[config.mk]
export PLATFORM = sky130hd
export DESIGN_NAME = sram_mem_controller
export DESIGN_NICKNAME = d
export VERILOG_FILES = /design/src/rtl/mem_pkg.sv /design/src/rtl/sram_mem_controller.sv
export SDC_FILE = /design/constraint.sdc
export NUM_CORES = 1
export LEC_CHECK = 0
export ABC_AREA = 0
export BUFFER_PORTS_ARGS = -buffer_cell sky130_fd_sc_hd__buf_2
export CELL_PAD_IN_SITES_DETAIL_PLACEMENT = 1
export CELL_PAD_IN_SITES_GLOBAL_PLACEMENT = 1
export CORE_MARGIN = 10
export CORE_UTILIZATION = 28
export CTS_CLUSTER_DIAMETER = 30
export CTS_CLUSTER_SIZE = 28
export DETAILED_ROUTE_END_ITERATION = 16
export PLACE_DENSITY_LB_ADDON = 0.1
export SETUP_SLACK_MARGIN = 0.02
export SYNTH_ARGS = -nofsm -noshare
export SYNTH_HDL_FRONTEND = slang
export SYNTH_SLANG_ARGS = --single-unit
[constraint.sdc]
create_clock -name clk -period 2.1 [get_ports clk]
set_input_delay 0.105 -clock clk [delete_from_list [all_inputs] [get_ports clk]]
set_output_delay 0.105 -clock clk [all_outputs]
set_load 0.1 [all_outputs]
[src/rtl/mem_pkg.sv]
// Shared types and defaults for the two-phase 32-bit over 16-bit SRAM memory stage.
package mem_pkg;
  typedef enum logic [1:0] {IDLE, LOW, HIGH, DONE} state_t;

  localparam int SRAM_DW          = 16;
  localparam int WAIT_CYCLES_DEF  = 5;
  localparam int ADDR_OFFSET_DEF  = 1024;
endpackage

[src/rtl/sram_mem_controller.sv]
// MEM-stage controller: runs one 32-bit load/store as two half-word phases on an
// async 16-bit SRAM and holds the pipeline frozen (ready=0) until it completes.
module sram_mem_controller
  import mem_pkg::*;
#(
  parameter int WAIT_CYCLES = WAIT_CYCLES_DEF,
  parameter int ADDR_OFFSET = ADDR_OFFSET_DEF,
  parameter int SRAM_AW     = 18
) (
  input  logic               clk,
  input  logic               rst,
  input  logic               wr_en,
  input  logic               rd_en,
  input  logic [31:0]        address,
  input  logic [31:0]        write_data,
  output logic [31:0]        read_data,
  output logic               ready,
  output logic [SRAM_AW-1:0] sram_addr,
  output logic [SRAM_DW-1:0] sram_dq_out,
  input  logic [SRAM_DW-1:0] sram_dq_in,
  output logic               sram_dq_oe,
  output logic               sram_we_n,
  output logic               sram_oe_n,
  output logic               sram_ce_n
);
  localparam int            CW   = (WAIT_CYCLES > 1) ? $clog2(WAIT_CYCLES) : 1;
  localparam logic [CW-1:0] LAST = CW'(WAIT_CYCLES - 1);

  state_t             state;
  logic [CW-1:0]      cnt;
  logic               op_wr;
  logic               req, last, busy, half, wr_phase, rd_phase;
  logic [SRAM_AW-2:0] word;

  assign req  = rd_en | wr_en;
  assign last = (cnt == LAST);
  assign busy = (state == LOW) || (state == HIGH);
  assign half = (state == HIGH);
  // Only the low SRAM_AW-1 bits of the word index reach the pads.
  assign word = (SRAM_AW-1)'((address - 32'(ADDR_OFFSET)) >> 2);

  always_ff @(posedge clk or negedge rst) begin
    if (!rst) begin
      state     <= IDLE;
      cnt       <= '0;
      op_wr     <= 1'b0;
      read_data <= '0;
    end else begin
      case (state)
        IDLE: if (req) begin
          state <= LOW;
          cnt   <= '0;
          op_wr <= wr_en;   // write wins when both are asserted
        end
        LOW: if (last) begin
          cnt   <= '0;
          state <= HIGH;
          if (!op_wr) read_data[15:0] <= sram_dq_in;
        end else cnt <= cnt + 1'b1;
        HIGH: if (last) begin
          cnt   <= '0;
          state <= DONE;
          if (!op_wr) read_data[31:16] <= sram_dq_in;
        end else cnt <= cnt + 1'b1;
        default: state <= IDLE;
      endcase
    end
  end

  assign wr_phase = busy & op_wr;
  assign rd_phase = busy & ~op_wr;

  assign ready       = (state == IDLE) ? ~req : (state == DONE);
  assign sram_ce_n   = ~busy;
  assign sram_dq_oe  = wr_phase;
  assign sram_oe_n   = ~rd_phase;
  // WE rises one cycle before the phase ends so data is held past the edge.
  assign sram_we_n   = ~(wr_phase & ~last);
  assign sram_addr   = busy ? {word, half} : '0;
  assign sram_dq_out = wr_phase ? (half ? write_data[31:16] : write_data[15:0]) : '0;
endmodule
==> results.sh, run 1 <==
export IMPL_status="finished clean"
export IMPL_grt_pass1_wl_um=11900
export IMPL_clk_pin_slew_ps=80
export IMPL_muxShareOfSynthArea_pct=25.9
export IMPL_yosys_top_cells_area="dfrtp_1, mux2_2, mux2i_1, ha_1, nor2_1"
export IMPL_synth_cell_type_count=30
export IMPL_grt_pass1_vias=2139
export IMPL_synth_top_family_by_area="multiplexers"
export IMPL_crit_path_cell_trace="inv_1, ha_4, buf_6, mux2i_1, nor2_4, buf_12"
export IMPL_antenna_found_initial=0
export IMPL_syn_area_um2=2050
export IMPL_drive_gt1_share_pct=66.6
export IMPL_tightest_slew_ps=829
export IMPL_yosys_area_share_simple_pct=13.9
export IMPL_io_buffers=139
export IMPL_routedWlPerCell_um=17.0
export IMPL_synth_edff_count=0
export IMPL_syn_num_nets=276
export IMPL_maxCapViolCount=0
export IMPL_routed_via_density=4.60
export IMPL_syn2layout_area_growth_pct=76.4
export IMPL_synth_xor_area_share_pct=0.427
export IMPL_final_cell_area_um2=3620
export IMPL_clock_sinks=38
export IMPL_fmax_ghz=0.502
export IMPL_worstPathRequired_ps=2000
export IMPL_htree_levels=2
export IMPL_dp_cells=420
export IMPL_wl_um=7290
export IMPL_rows=31
export IMPL_yosysTopAreaCell="dfrtp_1"
export IMPL_drt_iter0_drc=40
export IMPL_chipHeight_um=106
export IMPL_placed_area_um2=3460
export IMPL_n_antenna_cell=0
export IMPL_cp_top_family="buffers and inverters"
export IMPL_min_period_over_period_pct=94.9
export IMPL_crit_slowest_cell="dfrtp_1"
export IMPL_route_detailed_drc=0
export IMPL_yosys_area_share_adder_pct=4.27
export IMPL_fp_dieW_um=106
export IMPL_worst_hold_slack_ps=60.7
export IMPL_clkLatencyLatePin_ps=280
export IMPL_synthFlopType="dfrtp_1"
export IMPL_startpoint_type="flip-flop"
export IMPL_path_buf_inv=3
export IMPL_final_common_cell="buf_2"
export IMPL_ios=155
export IMPL_arrival_ps=1890
export IMPL_async_flop_share_pct=100
export IMPL_core_area_um2=7180
export IMPL_synth_top_area_share_pct=46.4
export IMPL_ys_warn_count=0
export IMPL_instances_no_fill=428
export IMPL_n_fill_cell=797
export IMPL_fin_util_pct=50.4
export IMPL_slew_viol_final=0
export IMPL_skew_ps=4.15
export IMPL_overflow=0
export IMPL_synth_compound_area_share_pct=6.16
export IMPL_first_pass_iters=4
export IMPL_report_final_setup_viol=0
export IMPL_dp_hpwl_um=6140
export IMPL_hold_violations=0
export IMPL_ant_nets=0
export IMPL_seq_area_frac_synth_pct=46.4
export IMPL_cts_tree="built"
export IMPL_grt_max_degree=39
export IMPL_start_util_pct=28.6
export IMPL_crit_type="reg2out"
export IMPL_period_minus_slack_ps=1990
export IMPL_min_path_type="in2reg"
export IMPL_avgSynthCellArea_um2=11.1
export IMPL_final_cell_mix="buf_2, dfrtp_1, mux2_2"
export IMPL_cp_end_kind="primary output"
export IMPL_crit_path_max_fanout=17
export IMPL_die_area_um2=11100
export IMPL_synth_seq_cells=38
export IMPL_rsz0062_at_grt="yes"
export IMPL_clock_path_buffers=2
export IMPL_cts_buffers=5
export IMPL_nNetsFinal=420
export IMPL_via_count=1967
export IMPL_grt_use_total_pct=13.1
export IMPL_cts_setup_buffers=0
export IMPL_slew_headroom_pct=44.8
export IMPL_cts_root_buffer="clkbuf_8"
export IMPL_gp_congestion=0.707
export IMPL_max_stage_delay_ps=420
export IMPL_synth_cells=185
==> worst reg2reg max path, stage by stage, from the launching register on <==
cell     delay (ps)
dfrtp_1         370
inv_1            70
ha_1            250
and3b_1         230
nand2_2         340
mux2_2          400
==> Yosys cell counts (3+ instances only) <==
library cell and count:
or3_1 3, clkbuf_1 3, o21ai_0 9, and2_1 8, mux2_2 32, ha_1 7, o31ai_1 4, dfrtp_1 38
nand2b_1 4, inv_1 7, mux2i_1 17, a21oi_1 5, buf_2 4, nand2_1 7, nor2_1 20
==> path summary, 6_finish.rpt <==
check | slack, ps | from | cells after the start | endpoint
max | 110 | state[0] | 6 | sram_dq_out[13]
min | 60 | sram_dq_in[8] | 2 | read_data[24]
max reg2reg | 330 | cnt[0] | 5 | read_data[6]
min reg2reg | 500 | read_data[4] | 1 | read_data[4]
max in group asynchronous | 1120 | rst | 2 | cnt[0]
min in group asynchronous | 460 | rst | 2 | read_data[10]
==> area by class of cell <==
cell class                 instances  area [µm²]  area share (%)
clock buffer                       6        82.6            2.28
clock inverter                     1        30.0           0.830
inverter                           8        33.8           0.934
timing repair buffer             144        1180            32.7
sequential                        38         951            26.3
tap                               99         124            3.42
multi-input combinational        132        1210            33.5
==> per-stage QoR <==
step                      worst slack, ps  TNS [ps]
after floorplan                      -199     -3120
after global placement                313         0
after detailed placement              285         0
after CTS                            32.7         0
after global routing                 12.5         0
final                                 107         0
==> state kept, by name (all words and copies together), names as in the netlist <==
signal,flops
op_wr,1
read_data,32
cnt,3
state,2
==> cells by family after synthesis <==
family / Yosys count
compound gates: 21
xor+xnor: 1
fa+ha+maj: 7
buf+inv: 15
flops: 38
mux: 49
simple gates: 54
==> repair_timing <==
item                                    CTS  global route
resized for setup                         2             7
endpoints found under the hold margin    38             0
endpoints found under the setup margin   20            31
hold buffers                              1             0
==> metal layers <==
| layer | track usage [%] | wire length (µm) | vias to the layer above |
|---|---|---|---|
| met4 | 3.48 | 73 | 0 |
| li1 | - | - | 929 |
| met3 | 5.54 | 676 | 5 |
| met1 | 13.9 | 2750 | 951 |
| met2 | 23.2 | 3790 | 82 |
| met5 | 0 | 0 | - |
Power of run 1 is not shown: default switching activity piles up to over one toggle a cycle in this logic, so the estimate is an artifact.
==> run 2, diff against run 1 <==
--- a/config.mk
+++ b/config.mk
@@ -10,7 +10,8 @@
 export CELL_PAD_IN_SITES_DETAIL_PLACEMENT = 1
 export CELL_PAD_IN_SITES_GLOBAL_PLACEMENT = 1
 export CORE_MARGIN = 10
-export CORE_UTILIZATION = 28
+export CORE_UTILIZATION = 29
+export CTS_BUF_LIST = sky130_fd_sc_hd__clkbuf_4
 export CTS_CLUSTER_DIAMETER = 30
 export CTS_CLUSTER_SIZE = 28
 export DETAILED_ROUTE_END_ITERATION = 16
==> results.sh, run 2 (synthesis results as in run 1) <==
export IMPL_chipHeight_um=104
export IMPL_tightest_slew_ps=850
export IMPL_wl_um=7720
export IMPL_syn2layout_area_growth_pct=87.4
export IMPL_startpoint_type="flip-flop"
export IMPL_largest_register_ffs=32
export IMPL_status="finished clean"
export IMPL_start_util_pct=30.0
export IMPL_cp_end_kind="primary output"
export IMPL_fmax_ghz=0.509
export IMPL_drive_gt1_share_pct=64.2
export IMPL_cts_tree="built"
export IMPL_hold_violations=0
export IMPL_cts_buffers=5
export IMPL_grt_max_degree=39
export IMPL_clk_pin_slew_ps=120
export IMPL_cts_root_buffer="clkbuf_4"
export IMPL_via_count=2068
export IMPL_worstPathRequired_ps=2000
export IMPL_n_fill_cell=750
export IMPL_first_pass_iters=6
export IMPL_overflow=0
export IMPL_fp_dieW_um=104
export IMPL_min_period_over_period_pct=93.5
export IMPL_ant_nets=0
export IMPL_maxCapViolCount=0
export IMPL_dp_cells=418
export IMPL_grt_pass1_vias=2264
export IMPL_routed_via_density=4.59
export IMPL_clock_path_buffers=2
export IMPL_slew_viol_final=0
export IMPL_route_detailed_drc=0
export IMPL_grt_use_total_pct=13.9
export IMPL_arrival_ps=1860
export IMPL_htree_levels=2
export IMPL_n_antenna_cell=0
export IMPL_final_cell_mix="buf_2, dfrtp_1, mux2_2"
export IMPL_core_area_um2=6830
export IMPL_min_from="sram_dq_in[1]"
export IMPL_drt_iter0_drc=44
export IMPL_crit_type="reg2out"
export IMPL_gp_congestion=0.722
export IMPL_slew_headroom_pct=43.3
export IMPL_crit_path_max_fanout=11
export IMPL_min_path_type="in2reg"
export IMPL_clkLatencyLatePin_ps=340
export IMPL_dp_hpwl_um=6040
export IMPL_io_buffers=139
export IMPL_skew_ps=7.96
export IMPL_die_area_um2=10800
export IMPL_r2r_start="cnt[0]"
export IMPL_period_minus_slack_ps=1960
export IMPL_instances_no_fill=451
export IMPL_ios=155
export IMPL_clock_sinks=38
export IMPL_report_final_setup_viol=0
export IMPL_final_common_cell="buf_2"
export IMPL_max_flop_register="read_data"
export IMPL_nNetsFinal=445
export IMPL_rows=30
export IMPL_antenna_found_initial=0
export IMPL_crit_start="state[0]"
export IMPL_largestRegisters="read_data (32), cnt (3), state (2)"
export IMPL_rsz0062_at_grt="no"
export IMPL_routedWlPerCell_um=17.1
export IMPL_grt_pass1_wl_um=12400
## run 2: layout make-up
class | instances | area [µm²] | share of cell area, %
Clock inverter | 3 | 63.8 | 1.66
Tap cell | 96 | 120 | 3.12
Sequential cell | 38 | 951 | 24.7
Clock buffer | 5 | 37.5 | 0.977
Timing Repair Buffer | 169 | 1430 | 37.1
Multi-Input combinational cell | 132 | 1210 | 31.5
Inverter | 8 | 33.8 | 0.879
## run 2: final timing paths
kind / to / slack [ps] / cells past startpoint
setup / recovery: sram_addr[2] / 140 / 5
hold / removal: read_data[17] / 20 / 2
setup reg to reg: read_data[23] / 320 / 5
hold reg to reg: read_data[26] / 510 / 1
max in group asynchronous: read_data[30] / 1160 / 2
min in group asynchronous: read_data[25] / 400 / 2
## run 2: what timing repair did
action                                 in CTS  in global routing
endpoints found under the hold margin      62                  1
buffers inserted                            2                  6
cloned                                      0                  0
resized for setup                           4                  6
hold buffers                               16                  1
pin swaps                                   0                  1
setup endpoints to repair                  34                 30
## run 2: metal layers
metal | global-route usage, % | part of all wire, % | vias to the layer above
li1 | - | - | 980
met1 | 15.0 | 39 | 992
met2 | 24.8 | 52 | 89
met3 | 4.58 | 7.5 | 7
met4 | 4.47 | 1.6 | 0
met5 | 0 | 0 | -
## run 2: critical path: stages, from the launching register on
cell	delay [ps]
dfrtp_1	380
inv_1	110
ha_4	320
buf_4	160
and2_1	120
buf_2	420
## run 2: per-stage QoR
stage | setup slack (ps) | cell area [µm²] | TNS [ps] | utilization [%] | hold slack, ps
global route | 13.4 | 3840 | 0 | 56.3 | 32.3
global placement | 299 | 3470 | 0 | 50.8 | 254
CTS | 17.4 | 3750 | 0 | 54.9 | 0.951
floorplan | -199 | 2220 | -3120 | - | -191
detailed placement | 281 | 3470 | 0 | 50.8 | 261
finish | 136 | 3840 | 0 | 56.3 | 24.3
Power of run 2 is left out for the same reason.
